--- config.mk ---
export PLATFORM = sky130hd
export DESIGN_NAME = mem_access_sequencer
export DESIGN_NICKNAME = d
export VERILOG_FILES = /design/src/rtl/mem_access_sequencer.sv
export SDC_FILE = /design/constraint.sdc
export NUM_CORES = 1
export LEC_CHECK = 0
export CAP_MARGIN = 20
export CORE_MARGIN = 2
export CORE_UTILIZATION = 45
export DETAILED_ROUTE_END_ITERATION = 10
export PLACE_DENSITY_LB_ADDON = 0.05
export REMOVE_ABC_BUFFERS = 1
export SLEW_MARGIN = 20
export SYNTH_ARGS = -nofsm -noshare
export SYNTH_HDL_FRONTEND = slang
export SYNTH_SLANG_ARGS = --single-unit
--- constraint.sdc ---
create_clock -name i_clk -period 4.2 [get_ports i_clk]
set_clock_uncertainty 0.15 [all_clocks]
set_input_delay 1.05 -clock i_clk [delete_from_list [all_inputs] [get_ports i_clk]]
set_output_delay 1.05 -clock i_clk [all_outputs]
set_load 0.1 [all_outputs]
--- src/rtl/mem_access_sequencer.sv ---
// Memory-access sequencer for the LC-3 datapath: runs fetch, load and store
// micro-sequences on request from the main control FSM. Outputs are a pure
// decode of the registered state and wait counter.
module mem_access_sequencer #(
  parameter int unsigned WAIT_STATES = 2
) (
  input  logic       i_clk,
  input  logic       i_rst_n,
  input  logic       i_req_fetch,
  input  logic       i_req_load,
  input  logic       i_req_store,
  input  logic       i_halt,
  output logic       o_ld_mar,
  output logic       o_ld_mdr,
  output logic       o_ld_ir,
  output logic       o_ld_pc,
  output logic       o_gate_pc,
  output logic       o_gate_mdr,
  output logic [1:0] o_pc_sel,
  output logic       o_mdr_sel,
  output logic       o_mem_en,
  output logic       o_mem_we,
  output logic       o_busy,
  output logic       o_done
);

  // state  | meaning
  // IDLE   | waiting for a request; requests sampled only here
  // F_MAR  | PC onto bus into MAR, PC <= PC+1
  // ADDR   | requester address into MAR (load/store)
  // RD     | SRAM read; MDR loads in the final cycle
  // F_IR   | MDR onto bus into IR
  // MDRLD  | bus data into MDR (store)
  // WR     | SRAM write
  // DONE   | one-cycle completion pulse

  typedef enum logic [2:0] {
    S_IDLE  = 3'd0,
    S_F_MAR = 3'd1,
    S_ADDR  = 3'd2,
    S_RD    = 3'd3,
    S_F_IR  = 3'd4,
    S_MDRLD = 3'd5,
    S_WR    = 3'd6,
    S_DONE  = 3'd7
  } state_t;

  localparam logic [1:0] OP_NONE  = 2'd0;
  localparam logic [1:0] OP_FETCH = 2'd1;
  localparam logic [1:0] OP_LOAD  = 2'd2;
  localparam logic [1:0] OP_STORE = 2'd3;

  localparam logic [3:0] C_WAIT = 4'(WAIT_STATES);

  state_t     r_state;
  state_t     w_state_next;
  logic [1:0] r_op;
  logic [1:0] w_op_next;
  logic [3:0] r_cnt;
  logic       w_cnt_zero;
  logic       w_cnt_load;
  logic       w_in_mem;

  assign w_cnt_zero = (r_cnt == 4'd0);
  assign w_in_mem   = (r_state == S_RD) || (r_state == S_WR);
  // Counter reloads only when stepping into RD or WR from another state.
  assign w_cnt_load = ((w_state_next == S_RD) || (w_state_next == S_WR)) &&
                      (w_state_next != r_state);

  // State, op code and wait counter registers
  always_ff @(posedge i_clk or negedge i_rst_n) begin
    if (!i_rst_n) begin
      r_state <= S_IDLE;
      r_op    <= OP_NONE;
      r_cnt   <= 4'd0;
    end else begin
      r_state <= w_state_next;
      r_op    <= w_op_next;
      if (w_cnt_load) begin
        r_cnt <= C_WAIT;
      end else if (w_in_mem && !w_cnt_zero) begin
        r_cnt <= r_cnt - 4'd1;
      end
    end
  end

  // Request arbitration in IDLE (Fetch > Load > Store) latches the op code
  always_comb begin
    w_op_next = r_op;
    if ((r_state == S_IDLE) && !i_halt) begin
      if (i_req_fetch) begin
        w_op_next = OP_FETCH;
      end else if (i_req_load) begin
        w_op_next = OP_LOAD;
      end else if (i_req_store) begin
        w_op_next = OP_STORE;
      end
    end
  end

  // Next-state logic
  always_comb begin
    w_state_next = S_IDLE;
    case (r_state)
      S_IDLE: begin
        w_state_next = S_IDLE;
        if (!i_halt) begin
          if (i_req_fetch) begin
            w_state_next = S_F_MAR;
          end else if (i_req_load || i_req_store) begin
            w_state_next = S_ADDR;
          end
        end
      end
      S_F_MAR: w_state_next = S_RD;
      S_ADDR: begin
        if (r_op == OP_STORE) begin
          w_state_next = S_MDRLD;
        end else if (r_op == OP_LOAD) begin
          w_state_next = S_RD;
        end else begin
          w_state_next = S_IDLE;
        end
      end
      S_RD: begin
        if (!w_cnt_zero) begin
          w_state_next = S_RD;
        end else if (r_op == OP_FETCH) begin
          w_state_next = S_F_IR;
        end else begin
          w_state_next = S_DONE;
        end
      end
      S_F_IR:  w_state_next = S_DONE;
      S_MDRLD: w_state_next = S_WR;
      S_WR:    w_state_next = w_cnt_zero ? S_DONE : S_WR;
      S_DONE:  w_state_next = S_IDLE;
      default: w_state_next = S_IDLE;
    endcase
  end

  // Moore output decode from registered state and counter
  always_comb begin
    o_ld_mar   = 1'b0;
    o_ld_mdr   = 1'b0;
    o_ld_ir    = 1'b0;
    o_ld_pc    = 1'b0;
    o_gate_pc  = 1'b0;
    o_gate_mdr = 1'b0;
    o_pc_sel   = 2'b00;
    o_mdr_sel  = 1'b0;
    o_mem_en   = 1'b0;
    o_mem_we   = 1'b0;
    o_busy     = (r_state != S_IDLE);
    o_done     = 1'b0;
    case (r_state)
      S_F_MAR: begin
        o_gate_pc = 1'b1;
        o_ld_mar  = 1'b1;
        o_ld_pc   = 1'b1;
      end
      S_ADDR: o_ld_mar = 1'b1;
      S_RD: begin
        o_mem_en = 1'b1;
        o_ld_mdr = w_cnt_zero;
      end
      S_F_IR: begin
        o_gate_mdr = 1'b1;
        o_ld_ir    = 1'b1;
      end
      S_MDRLD: begin
        o_mdr_sel = 1'b1;
        o_ld_mdr  = 1'b1;
      end
      S_WR: begin
        o_mem_en = 1'b1;
        o_mem_we = 1'b1;
      end
      S_DONE: o_done = 1'b1;
      default: ;
    endcase
  end

endmodule

* Yosys cells after proc, flatten, opt, wreduce, memory -nomap -nowiden
Cells that the tools add are included.
** Storage, ports and cells
- Input bits :: 6
- Flip-flop bits (word level) :: 9
- Output and inout port bits :: 13
- Word-level logic and storage cells :: 55
** Operators by class
- Reductions and logical operators :: 16
- $add $sub $neg :: 1
- Mux-type cells :: 22
- Eq/ne operators :: 13
** Operators by type and width (count)
- 3-bit case mux with 8 select lines :: 1
- 2-bit two-way mux :: 8
- 3-bit == test (second input constant) :: 5
- 3-bit by 2-bit == test with 1-bit output (second input constant) :: 3
- 1-bit two-way mux :: 8
- 4-bit two-way mux :: 2
- 3-bit two-way mux :: 2
- 3-bit nonzero test :: 2
- 2-bit == test (second input constant) :: 2
- 4-bit logical NOT :: 1
- 2-bit OR reduction :: 2
- 4-bit by 1-bit subtractor with 4-bit output (second input constant) :: 1
- 3-bit by 1-bit == test with 1-bit output (second input constant) :: 1
- 1-bit logical AND :: 3
- 3-bit logical NOT :: 1
- 1-bit logical OR :: 3
- 3-bit != test :: 1
- 2-bit by 1-bit == test with 1-bit output (second input constant) :: 1
- 1-bit logical NOT :: 2
- 1-bit case mux with 2 select lines :: 1
- 2-bit AND reduction :: 1
- 2-bit nonzero test :: 1

* Depth between registers and ports, before layout
Gate-level depths: netlist (run 1).
- Depth after elaboration :: 9
- Gate-level depth with buffers :: 7

* Worst setup path before layout (run 1)
OpenSTA, ideal clock, no wires.
- Kind :: flip-flop to output port
- Start :: reg r_state[0]
- End :: out o_ld_ir
- Cell stages (with the launch flop) :: 5
- Data required time :: 3.000 ns
- Arrival time :: 2.520 ns
- Buffers on the path :: 2
- Path slack :: 0.480 ns
- Cells stage by stage :: dfrtp_1 > buf_2 > nand2b_4 > nor2_1 > buf_4
** Between the ends
- Word-level cells in the longest chain between the ends :: 2
** RTL lines
- start: declaration :: RTL line 55 : state_t r_state;
- start signal: assignment :: RTL line 77 : r_state <= w_state_next;
- 3-bit == test
- 1-bit two-way mux
- end: declaration :: RTL line 15 : output logic o_ld_ir,
Every way passes these cells.

* Worst setup path after layout (run 1)
- Start :: reg r_state[2]
- End :: out o_busy
** Between the ends
- Word-level cells in the longest chain between the ends :: 1
** RTL lines
- 3-bit nonzero test :: RTL line 154 : o_busy = (r_state != S_IDLE);
- end: declaration :: RTL line 23 : output logic o_busy,
Every way passes these cells.

==> results.txt, run 1 <==
----------------------------------------------------
[Timing]
  Total count of hold-check failures in the final report ... 0
  Final Critical Period ... 3.41 ns
  Final Cycle Share ... 0.812
  Total count of max-transition violations in the final report ... 0
  Accumulated negative setup slack ... 0 ns
  Max Freq ... 293 MHz
  Unrepaired setup endpoints after global routing ... no
  Final setup violation count ... 0
  Final worst setup slack ... 0.788 ns
  Max-slew headroom ... 0.359
  Slew @ Worst Pin ... 0.958 ns

[Synthesis]
  Number of enable flip-flop cells after synthesis ... 0
  Share of synthesized flip-flops with an asynchronous set or reset ... 1.00
  Per-instance average area after synthesis ... 9.00 um^2
  Cell type with the largest total area after synthesis ... sky130_fd_sc_hd__dfrtp_1
  Post-synthesis sequential element count ... 9
  Count of yosys warnings during synthesis ... 0
  Top FF cell, synth ... sky130_fd_sc_hd__dfrtp_1
  Post-synthesis sequential area ratio ... 0.325
  Gate count after technology mapping ... 77
  Count of distinct cell types in the synthesized netlist ... 34
  Most frequent cells after synthesis ... 9 x sky130_fd_sc_hd__dfrtp_1, 9 x sky130_fd_sc_hd__nor2_1, 6 x sky130_fd_sc_hd__nand2_1, 5 x sky130_fd_sc_hd__a21oi_1, 5 x sky130_fd_sc_hd__buf_4
  Share of the synthesized area in the top cell type ... 0.325
  Combined area of all synthesized cells ... 693 um^2
  Top cells by area, synth ... sky130_fd_sc_hd__dfrtp_1 32%, sky130_fd_sc_hd__buf_4 5.4%, sky130_fd_sc_hd__nor2_1 4.9%, sky130_fd_sc_hd__a21oi_1 3.6%, sky130_fd_sc_hd__nand2b_1 3.6%

[Clocking]
  Level count of the clock H-tree ... 1
  Clock slew at the register clock pins of the worst setup and hold paths ... 0.06 ns
  Clock sink count ... 9
  CTS tree ... done
  Post CTS Setup Buffer Count ... 0
  Clock tree root driver cell ... sky130_fd_sc_hd__clkbuf_4
  Clock tree buffer depth ... 2
  # hold bufs at CTS ... 0
  Resized cells post-CTS ... 0
  CTS Buf Count ... 3
  Clock latency on the worst-skew pair ... 0.26 ns

[Routing]
  Average via count per standard cell ... 5.42
  First-pass iteration count of the detailed router ... 4
  Average wire per cell in the routed design ... 13.0 um
  Total length of routed wires ... 1.39 mm
  Via total after detailed routing ... 580
  Number of remaining DRC errors ... 0
  DR iter-0 viols ... 13
  Antenna violation net count after detailed routing ... 0

[GRT]
  Overflow left after global routing ... 0
  Antenna violations before repair ... 0
  Maximum number of pins on one net before global-route repair ... 16
  Total routing usage reported by global routing ... 0.168
  Via count of the first global-routing pass ... 548
  Global-route wire length before repair ... 2.34 mm

[Worst hold path]
  Endpoint of the worst hold-timing path ... r_cnt[1]
  Cell count of the worst hold path ... 1
  Hold path startpoint ... r_cnt[1]
  Class of the tightest hold or removal check ... reg2reg

[Final layout]
  Total number of nets in the final design ... 99
  Share of the core filled with cells in the final layout ... 0.565
  Reg area ... 225 um^2
  Footprint of the multi-input gates ... 405 um^2
  Number of antenna diodes ... 0
  Area growth, synth to finish ... 20.0%
  Post-route cell area ... 832 um^2
  Fill cell count ... 145
  Share of final-layout standard cells stronger than drive strength 1 ... 0.253

[Worst setup path]
  R2r endpoint ... r_cnt[0]
  Arrival time worst endpoint ... 2.21 ns
  Required time of the critical path ... 3.00 ns
  Element type at the critical path start ... flop
  Setup crit end kind ... output port
  Worst R2R Path Depth ... 6
  Beginning of the worst register-to-register path ... r_cnt[0]
  Worst setup path category ... reg2out
  Register-to-Register Setup Slack ... 2.06 ns
  Largest fanout on the critical path ... 15

[Placement]
  Count of input and output buffers ... 16
  DPL Wire Length ... 1.09 mm
  Final Wtd Congestion ... 0.775
  Post-placement cell area ... 805 um^2
  Pre-CTS setup slack ... 1.06 ns

[Floorplanning]
  Area of the die ... 1870 um^2
  I/O pin count ... 19
  Placeable core region ... 1470 um^2
  FP Rows ... 14
  Die span in x ... 43.2 um
  Vert. Die Dim ... 43.2 um
  Initial Util ... 0.471

[Job]
  Max_cap viols ... 0

[Status]
  Status ... complete, no violations

----------------------------------------------------
==> through the flow <==
step	cells	hold slack, ns
after floorplan	71	0.353
after global placement	103	0.381
after detailed placement	103	0.388
after CTS	107	0.403
after global routing	107	0.431
final	107	0.412
==> metal layers <==
layer / share of wire / up-vias / GRT usage / wire (um)
li1: - / 294 / - / -
met1: 0.47 / 268 / 0.224 / 649
met2: 0.46 / 16 / 0.257 / 648
met3: 0.056 / 2 / 0.0681 / 78
met4: 0.013 / 0 / 0.0364 / 18
met5: 0 / - / 0 / 0
==> worst max-delay path by stage <==
stage / from / endpoint / slack (ns) / cells after the start
after CTS: r_state[1] / o_busy / 0.77 / 2
after global placement: r_state[2] / o_busy / 1.10 / 2
after floorplan: r_state[1] / o_gate_pc / -0.26 / 2
after detailed placement: r_state[2] / o_busy / 1.06 / 2
final: r_state[2] / o_busy / 0.79 / 2
after global routing: r_state[2] / o_busy / 0.71 / 2
==> cell usage in the layout (no fill, tap or decap), drive strengths merged <==
master         Yosys  layout
a211o              2       2
nor2b              1       1
o21ai              3       3
nand2b             5       5
ha                 1       1
conb               1       2
a31oi              2       2
clkdlybuf4s50      0       6
nand3b             1       1
and2               1       1
clkinv             0       1
nor4               2       2
o32ai              1       1
mux2i              1       1
a21boi             1       1
buf                7      10
a21oi              5       5
dfrtp              9       9
or3                2       2
inv                5       5
or2b               1       1
o221a              2       2
o22a               1       1
and3               2       2
nand2              6       6
clkbuf             0       3
a311oi             1       1
or3b               1       1
xnor2              2       2
a22o               1       1
nor2               9       9
nor3b              1       1
==> critical path, stage by stage, from the launching register on <==
cell and delay (ns):
sky130_fd_sc_hd__dfrtp_1 0.64, sky130_fd_sc_hd__or3_1 0.19, sky130_fd_sc_hd__clkdlybuf4s50_1 1.12
==> cell type report <==
type,instances,share of cell area
timing repair buffer,16,0.162
clock inverter,1,0.00602
sequential,9,0.271
multi-input combinational,57,0.487
inverter,5,0.0226
tap,16,0.0241
clock buffer,3,0.0271
==> flip-flops by register name, indices dropped and copies added, names as in the netlist <==
register	cells
r_cnt	4
r_state	3
r_op	2
==> cell families after synthesis <==
logic type	share of synthesized area
adders and majority gates	0.0180
other	0.00541
buffers and inverters	0.0957
muxes	0.0144
DFF	0.325
AOI/OAI and AO/OA	0.220
and+or+nand+nor	0.296
xor gates and xnor gates	0.0253
Power of run 1 is left out: the tool's default activity adds up to more than one toggle a clock period on the data nets, which glitch-free logic cannot reach.
==> run 2: changes to the inputs <==
==> constraint.sdc (replaced) <==
create_clock -name i_clk -period 3.46 [get_ports i_clk]
set_clock_uncertainty 0.15 [all_clocks]
set_input_delay 0.865 -clock i_clk [delete_from_list [all_inputs] [get_ports i_clk]]
set_output_delay 0.865 -clock i_clk [all_outputs]
set_load 0.1 [all_outputs]
==> results.txt, run 2 (same netlist as run 1, synthesis figures left out) <==
----------------------------------------------------
[Placement]
  DPL Wire Length ... 1.07 mm
  Final Wtd Congestion ... 0.793
  Count of input and output buffers ... 16
  # placed instances ... 103

[Worst setup path]
  Required time of the critical path ... 2.44 ns
  Setup crit end kind ... output port
  Crit-path max cell delay ... 0.41 ns
  Register-to-Register Setup Slack ... 1.23 ns
  Critical path buffers and inverters ... 2
  Delay-heaviest family, CP ... simple AND/OR/NAND/NOR gates
  Worst-path cell with the longest stage delay ... sky130_fd_sc_hd__or3b_4
  Cell breakdown of the critical path ... inv_1 > ha_1 > or3b_4 > o21ai_0 > and2_1 > buf_12
  Arrival time worst endpoint ... 1.88 ns
  Worst setup path category ... reg2out
  Largest fanout on the critical path ... 4
  Element type at the critical path start ... flop

[Job]
  Max_cap viols ... 0

[GRT]
  Total routing usage reported by global routing ... 0.169
  Via count of the first global-routing pass ... 529
  Overflow left after global routing ... 0
  Global-route wire length before repair ... 2.37 mm
  Antenna violations before repair ... 0
  Maximum number of pins on one net before global-route repair ... 16

[Clocking]
  Clock sink count ... 9
  Level count of the clock H-tree ... 1
  Resized cells post-CTS ... 0
  Clock tree root driver cell ... sky130_fd_sc_hd__clkbuf_4
  CTS tree ... done
  # hold bufs at CTS ... 0
  Post CTS Setup Buffer Count ... 0
  Clock tree buffer depth ... 2
  CTS Buf Count ... 3
  Clock latency on the worst-skew pair ... 0.25 ns
  Clock slew at the register clock pins of the worst setup and hold paths ... 0.06 ns

[Status]
  Status ... complete, no violations

[Worst hold path]
  Class of the tightest hold or removal check ... reg2reg

[Timing]
  Slew @ Worst Pin ... 0.510 ns
  Final Cycle Share ... 0.837
  Unrepaired setup endpoints after global routing ... no
  Max Freq ... 345 MHz
  Final setup violation count ... 0
  Total count of max-transition violations in the final report ... 0
  Total count of hold-check failures in the final report ... 0
  Max-slew headroom ... 0.660
  Final Critical Period ... 2.90 ns

[Final layout]
  Most frequent cells in the layout ... 10 x sky130_fd_sc_hd__buf_4, 9 x sky130_fd_sc_hd__nor2_1, 9 x sky130_fd_sc_hd__dfrtp_1
  Footprint of the multi-input gates ... 405 um^2
  Max FFs per register ... 4
  Count of non-filler cells in the finished layout ... 107
  Area growth, synth to finish ... 21.3%
  Reg area ... 225 um^2
  Register bank with the most flops ... r_cnt
  Total number of nets in the final design ... 99
  Share of final-layout standard cells stronger than drive strength 1 ... 0.253
  Fill cell count ... 141
  Commonest non-fill, non-tap cell in the layout ... sky130_fd_sc_hd__buf_4
  Largest registers in the final layout ... r_cnt (4), r_state (3), r_op (2)
  Number of antenna diodes ... 0

[Routing]
  DR iter-0 viols ... 18
  Antenna violation net count after detailed routing ... 0
  Average via count per standard cell ... 5.66
  Via total after detailed routing ... 606
  Total length of routed wires ... 1.40 mm
  Number of remaining DRC errors ... 0
  First-pass iteration count of the detailed router ... 4
  Average wire per cell in the routed design ... 13.1 um

[Floorplanning]
  Placeable core region ... 1470 um^2
  I/O pin count ... 19
  Vert. Die Dim ... 43.2 um
  Initial Util ... 0.471
  FP Rows ... 14
  Die span in x ... 43.2 um
  Area of the die ... 1870 um^2

----------------------------------------------------
==> run 2: cell count changes in the layout (fill, tap and decap cells not counted), sizes merged <==
cell           previous run  this run
buf                      10        11
clkdlybuf4s50             6         5
clkbuf                    3         4
clkinv                    1         0
==> run 2: metrics by stage <==
| stage | setup WS (ns) | area [um^2] | hold slack, ns | utilization | setup TNS [ns] |
|---|---|---|---|---|---|
| CTS | 0.545 | 841 | 0.414 | 0.571 | 0 |
| floorplan | -0.962 | 649 | 0.353 | - | -7.45 |
| global placement | 0.850 | 815 | 0.394 | 0.554 | 0 |
| global route | 0.424 | 841 | 0.432 | 0.571 | 0 |
| detailed placement | 0.826 | 815 | 0.402 | 0.554 | 0 |
| finish | 0.564 | 841 | 0.421 | 0.571 | 0 |
==> run 2: layout make-up <==
type | count | share of cell area
clock buffer | 4 | 0.0313
inverter | 5 | 0.0223
multi-input combinational | 57 | 0.482
sequential | 9 | 0.268
tap | 16 | 0.0238
timing repair buffer | 16 | 0.173
==> run 2: per-layer routing <==
layer | part of all wire | wire length (um) | global-route usage
met1 | 0.43 | 610 | 0.233
met2 | 0.48 | 673 | 0.269
met3 | 0.085 | 119 | 0.0511
met4 | 0 | 0 | 0.0182
met5 | 0 | 0 | 0
==> run 2: worst paths after layout <==
path | start | to | depth (start not counted)
max | r_cnt[0] | o_ld_mdr | 6
min | r_cnt[1] | r_cnt[1] | 1
max reg2reg | r_cnt[0] | r_cnt[1] | 7
min reg2reg | r_cnt[1] | r_cnt[1] | 1
max in group asynchronous | i_rst_n | r_cnt[1] | 1
min in group asynchronous | i_rst_n | r_state[2] | 1
Power of run 2 is left out for the same reason.
